`src/rtl/p3_pll_pkg.sv`:
```
// Shared state encoding for the p3 PLL sequencer.
package p3_pll_pkg;

    localparam int unsigned STATE_W = 3;

    typedef enum logic [STATE_W-1:0] {
        StOff      = 3'd0,
        StPwrdn    = 3'd1,
        StWaitLock = 3'd2,
        StFilter   = 3'd3,
        StHold     = 3'd4,
        StRun      = 3'd5,
        StFault    = 3'd6
    } pll_state_e;

    // PLL is released from POWERDOWN in these states.
    function automatic logic pll_on(input pll_state_e s);
        return s inside {StWaitLock, StFilter, StHold, StRun};
    endfunction

endpackage

```
`src/rtl/p3_sync2.sv`:
```
// Two-flop synchronizer for a single asynchronous level input.
module p3_sync2 (
    input  logic clk_i,
    input  logic rst_ni,
    input  logic d_i,
    output logic q_o
);

    logic meta_q;
    logic sync_q;

    always_ff @(posedge clk_i or negedge rst_ni) begin
        if (!rst_ni) begin
            meta_q <= 1'b0;
            sync_q <= 1'b0;
        end else begin
            meta_q <= d_i;
            sync_q <= meta_q;
        end
    end

    assign q_o = sync_q;

endmodule

```
`src/rtl/p3_pll_ctrl.sv`:
```
// PLL power-up, lock qualification and core reset sequencer with bounded retries.
module p3_pll_ctrl
    import p3_pll_pkg::*;
#(
    parameter int unsigned PD_CYCLES    = 16,
    parameter int unsigned LOCK_FILTER  = 64,
    parameter int unsigned RST_HOLD     = 8,
    parameter int unsigned LOCK_TIMEOUT = 65535,
    parameter int unsigned MAX_RETRIES  = 3,
    parameter int unsigned CNT_W        = 16
) (
    input  logic               CLKA,
    input  logic               RESETN,
    input  logic               ENABLE,
    input  logic               PLL_LOCK,
    output logic               PLL_POWERDOWN,
    output logic               CORE_RESETN,
    output logic               READY,
    output logic               FAULT,
    output logic [2:0]         RETRY_CNT,
    output logic [STATE_W-1:0] STATE
);

    localparam logic [CNT_W-1:0] PD_LAST   = CNT_W'(PD_CYCLES - 1);
    localparam logic [CNT_W-1:0] HOLD_LAST = CNT_W'(RST_HOLD - 1);
    localparam logic [CNT_W-1:0] FILT_LAST = CNT_W'(LOCK_FILTER - 1);
    localparam logic [CNT_W-1:0] TO_LAST   = CNT_W'(LOCK_TIMEOUT - 1);
    localparam logic [2:0]       RETRY_MAX = 3'(MAX_RETRIES);
    localparam bit               FILT_ONE  = (LOCK_FILTER == 1);

    logic             lock_s;
    pll_state_e       state_q, state_d;
    logic [CNT_W-1:0] phase_q, phase_d;
    logic [CNT_W-1:0] filt_q, filt_d;
    logic [CNT_W-1:0] to_q, to_d;
    logic [2:0]       retry_q, retry_d;
    logic             retry_ev;
    logic             pd_q, core_rstn_q, ready_q, fault_q;

    p3_sync2 u_lock_sync (
        .clk_i  (CLKA),
        .rst_ni (RESETN),
        .d_i    (PLL_LOCK),
        .q_o    (lock_s)
    );

    // Counters default to zero so that every state entry starts them cleared.
    always_comb begin
        state_d  = state_q;
        phase_d  = '0;
        filt_d   = '0;
        to_d     = '0;
        retry_d  = retry_q;
        retry_ev = 1'b0;
        case (state_q)
            StOff: if (ENABLE) state_d = StPwrdn;
            StPwrdn: begin
                if (phase_q == PD_LAST) state_d = StWaitLock;
                else                    phase_d = phase_q + CNT_W'(1);
            end
            StWaitLock: begin
                to_d = to_q + CNT_W'(1);
                if (lock_s) begin
                    if (FILT_ONE) begin
                        state_d = StHold;
                    end else begin
                        state_d = StFilter;
                        filt_d  = CNT_W'(1);
                    end
                end
                retry_ev = (to_q == TO_LAST) && !(lock_s && FILT_ONE);
            end
            StFilter: begin
                to_d = to_q + CNT_W'(1);
                if (!lock_s)                state_d = StWaitLock;
                else if (filt_q == FILT_LAST) state_d = StHold;
                else                        filt_d = filt_q + CNT_W'(1);
                // Filter completion beats a coincident timeout.
                retry_ev = (to_q == TO_LAST) && !(lock_s && filt_q == FILT_LAST);
            end
            StHold: begin
                if (!lock_s) begin
                    retry_ev = 1'b1;
                end else if (phase_q == HOLD_LAST) begin
                    state_d = StRun;
                    retry_d = '0;
                end else begin
                    phase_d = phase_q + CNT_W'(1);
                end
            end
            StRun:   if (!lock_s) retry_ev = 1'b1;
            StFault: state_d = StFault;
            default: state_d = StOff;
        endcase

        if (retry_ev) begin
            phase_d = '0;
            filt_d  = '0;
            to_d    = '0;
            if (retry_q == RETRY_MAX) begin
                state_d = StFault;
            end else begin
                retry_d = retry_q + 3'd1;
                state_d = StPwrdn;
            end
        end

        if (!ENABLE) begin
            state_d = StOff;
            phase_d = '0;
            filt_d  = '0;
            to_d    = '0;
            retry_d = '0;
        end
    end

    always_ff @(posedge CLKA or negedge RESETN) begin
        if (!RESETN) begin
            state_q     <= StOff;
            phase_q     <= '0;
            filt_q      <= '0;
            to_q        <= '0;
            retry_q     <= '0;
            pd_q        <= 1'b0;
            core_rstn_q <= 1'b0;
            ready_q     <= 1'b0;
            fault_q     <= 1'b0;
        end else begin
            state_q     <= state_d;
            phase_q     <= phase_d;
            filt_q      <= filt_d;
            to_q        <= to_d;
            retry_q     <= retry_d;
            pd_q        <= pll_on(state_d);
            core_rstn_q <= (state_d == StRun);
            ready_q     <= (state_d == StRun);
            fault_q     <= (state_d == StFault);
        end
    end

    assign PLL_POWERDOWN = pd_q;
    assign CORE_RESETN   = core_rstn_q;
    assign READY         = ready_q;
    assign FAULT         = fault_q;
    assign RETRY_CNT     = retry_q;
    assign STATE         = state_q;

endmodule
```
`config.mk`:
```
export PLATFORM = sky130hd
export DESIGN_NAME = p3_pll_ctrl
export DESIGN_NICKNAME = d
export VERILOG_FILES = /design/src/rtl/p3_pll_pkg.sv /design/src/rtl/p3_sync2.sv /design/src/rtl/p3_pll_ctrl.sv
export SDC_FILE = /design/constraint.sdc
export NUM_CORES = 1
export LEC_CHECK = 0
export BUFFER_PORTS_ARGS = -buffer_cell sky130_fd_sc_hd__buf_2
export CELL_PAD_IN_SITES_DETAIL_PLACEMENT = 0
export CELL_PAD_IN_SITES_GLOBAL_PLACEMENT = 1
export CORE_UTILIZATION = 40
export DETAILED_ROUTE_END_ITERATION = 10
export GPL_TIMING_DRIVEN = 0
export PLACE_DENSITY_LB_ADDON = 0.1
export SLEW_MARGIN = 30
export SYNTH_ARGS = -nofsm -noshare
export SYNTH_HDL_FRONTEND = slang
export SYNTH_SLANG_ARGS = --single-unit
```
`constraint.sdc`:
```
create_clock -name CLKA -period 7.5 [get_ports CLKA]
set_input_delay 1.875 -clock CLKA [delete_from_list [all_inputs] [get_ports CLKA]]
set_output_delay 1.875 -clock CLKA [all_outputs]
set_load 0.02 [all_outputs]
```
==> run summary <==
Hold Vio Cnt, Final - 0
routed vias - 2185
Initial Util - 42.35%
Post-Synth Adder-Cell Area - 2.116%
gpl congestion - 0.7357
buffer and inverter count on the worst path - 1
Setup Skew - 12.74 ps
CTS tree - built
Hold Crit Class - flop to flop
crit start category - flop
Max FO, Critical Path - 9
CTS Buf Count - 9
DR vias/cell - 5.105
Overflow after GRT - 0
final wirelength - 5743 µm
Worst-Margin Slew - 745.0 ps
DRC - 0
Root Buffer - clkbuf_8
Tcrit/Tclk final - 39.49%
outcome - finished, final reports clean
Worst VDD drop - 90.19 µV
met3 Use GR - 3.393%
row count - 30
antenna cells - 0
fmax - 0.3376 GHz
area grow syn2layout - 13.37%
met2 usage - 24.52%
Async SR Flop Fraction - 100.0%
initial antenna violation count - 0
crit path DAT - 1090 ps
Synth top area share - 49.94%
Leak Pwr - 1.431 nW
number of top-level pins - 14
postcts setup bufs - 0
DP HPWL - 3789 µm
worst endpoint required time - 5620 ps
core area - 0.006982 mm²
antenna viol nets, final - 0
Yosys top cell by area - dfrtp_1
Post-Synth XOR/XNOR Area - 11.55%
sequential share of the synthesized area - 49.94%
CTS hold repair buffers - 0
all-layer global routing usage - 17.17%
Syn Nets - 313
number of iterations in the first detailed-routing pass - 4
fin crit period - 2962 ps
initial detailed-routing violation count - 55
worst setup path category - flop to primary output
Mapped Area - 0.002957 mm²
Netlist cell types - 45
Clock Pin Slew Worst Setup and Hold Paths - 70 ps
Placed Instance Area - 0.003139 mm²
Max-Cap Viols - 0
Register-to-Register Setup Slack - 4910 ps
Yosys warnings - 0
clock tree sinks - 59
PwrDens - 193.1 mW/mm²
mux cell area share after synthesis - 0%
cells resized by post-CTS repair - 0
Cells after Synth - 304
Compound-Gate Fraction of Synth Area - 6.517%
die span in y - 87.98 µm
worst reg2reg path depth - 6
largest family of logic cells by synthesized area - simple AND/OR/NAND/NOR gates
met1 GRT Util - 25.04%
Slew Viols, Final - 0
depth of the CTS H-tree - 3
Worst Hold Launch - u_lock_sync.meta_q
die area - 0.007740 mm²
Post-Route Setup TNS - 0 ps
Seq cells post-synth - 59
largest cells by area after synthesis - dfrtp_1, xor2_1, nor2_1
DR WL/cell - 13.42 µm
cell family with most CP delay - flip-flops
# port buffers - 12
hold path depth - 0
Synth Area in Simple Gates - 27.51%
deepest clock path buffer count - 2
RSZ-0062 raised after global routing - false
CP cell instances - buf_2
die width - 87.98 µm
largest net degree at the start of global routing - 60
CP endpoint kind - primary output
first-pass GRT wire length - 10150 µm
Hold EP - u_lock_sync.q_o
number of global-route vias before repair - 2141
CP peak stage delay - 520 ps
CP max-delay cell - dfrtp_1
nets - 336
number of synthesized flops with an enable pin - 0
Synth Flop Type - dfrtp_1
Crit path depth - 1
Syn Area/Cell - 9.726 µm²
Slew headroom - 50.34%
RR Startpoint - filt_q[6]
ratio of cells with drive above 1 in the final layout - 12.65%
Design Area, Final - 0.003352 mm²
terminus of the critical flop-to-flop path - to_q[11]
Top Usage Layer GRT - met1
Setup-failing EPs final - 0
clk_lat worst skew - 340 ps
report_power, final:
| group | total (W) | switching, W | internal [W] |
|---|---|---|---|
| combinational | 0.0000152 | 0.0000115 | 0.00000373 |
| sequential | 0.000322 | 0.00000236 | 0.000320 |
| clock | 0.000310 | 0.000131 | 0.000179 |
stage by stage:
stage          power [W]  setup slack [ps]  cells  hold WS [ps]  util [%]
2_1_floorplan  0.0003340              4694    304         331.2         -
3_3_place_gp   0.0003438              4277    412         336.9     44.93
3_5_place_dp   0.0003440              4258    412         341.0     44.96
4_1_cts        0.0006564              4537    428         355.8     48.01
5_1_grt        0.0006725              4483    428         378.7     48.01
6_report       0.0006472              4538    428         353.4     48.01
cell families after synthesis:
logic type | Yosys count
AND/OR/NAND/NOR | 158
flip-flops | 59
XOR/XNOR | 39
AO/OA/AOI/OAI | 27
buffers and inverters | 16
adder cells (fa/ha/maj) | 5
cell type report:
| type | count | area, µm² |
|---|---|---|
| Tap cell | 96 | 120.1 |
| Multi-Input combinational cell | 229 | 1410 |
| Sequential cell | 59 | 1476 |
| Fill cell | 696 | 3630 |
| Inverter | 8 | 30.03 |
| Buffer | 8 | 40.04 |
| Timing Repair Buffer | 12 | 62.56 |
| Clock inverter | 4 | 47.55 |
| Clock buffer | 12 | 165.2 |
how the worst max path moves through the flow:
stage	to	startpoint	slack [ps]
floorplan	to_q[10]	ENABLE	4690
global placement	to_q[6]	ENABLE	4280
detailed placement	to_q[6]	ENABLE	4260
CTS	STATE[0]	STATE[0]	4540
global route	STATE[0]	STATE[0]	4480
finish	STATE[0]	STATE[0]	4540
state kept, by name (all words and copies together) (netlist names):
signal              flops
u_lock_sync.q_o         1
to_q                   16
u_lock_sync.meta_q      1
filt_q                 16
RETRY_CNT               3
PLL_POWERDOWN           1
READY                   1
FAULT                   1
STATE                   3
phase_q                16
synthesized netlist by cell type, types with 2 or more instances:
cell type and number:
a21oi_1 3, xor2_1 28, xnor2_1 11, ha_1 5, buf_2 2, nand3b_1 2
a211oi_1 2, o21ai_0 9, and4_1 4, nor4_1 3, or4_4 2, nor2b_1 2
or3_1 3, clkbuf_1 4, nor2_1 60, dfrtp_1 59, nand4_1 11, and3_1 11
o211ai_1 2, o21a_1 2, or2_2 2, nand2b_1 7, nand2_1 20, inv_1 8
nor3b_1 2, nand3_1 20, buf_4 2
placed cells by master, fill, tap and decap left out, types with 9 or more instances in the layout:
cell type  Yosys  routed
nor2_1        60      60
nand3_1       20      20
dfrtp_1       59      59
xor2_1        28      28
xnor2_1       11      11
nand4_1       11      11
clkbuf_8       0      12
nand2_1       20      20
o21ai_0        9       9
buf_2          2      13
and3_1        11      11
per-layer routing:
metal,part of all wire (%),up-vias
met5,0,-
li1,-,1090
met4,1.7,0
met1,52,1051
met2,43,33
met3,2.6,11
No activity file was read; power rests on OpenSTA's default activity.
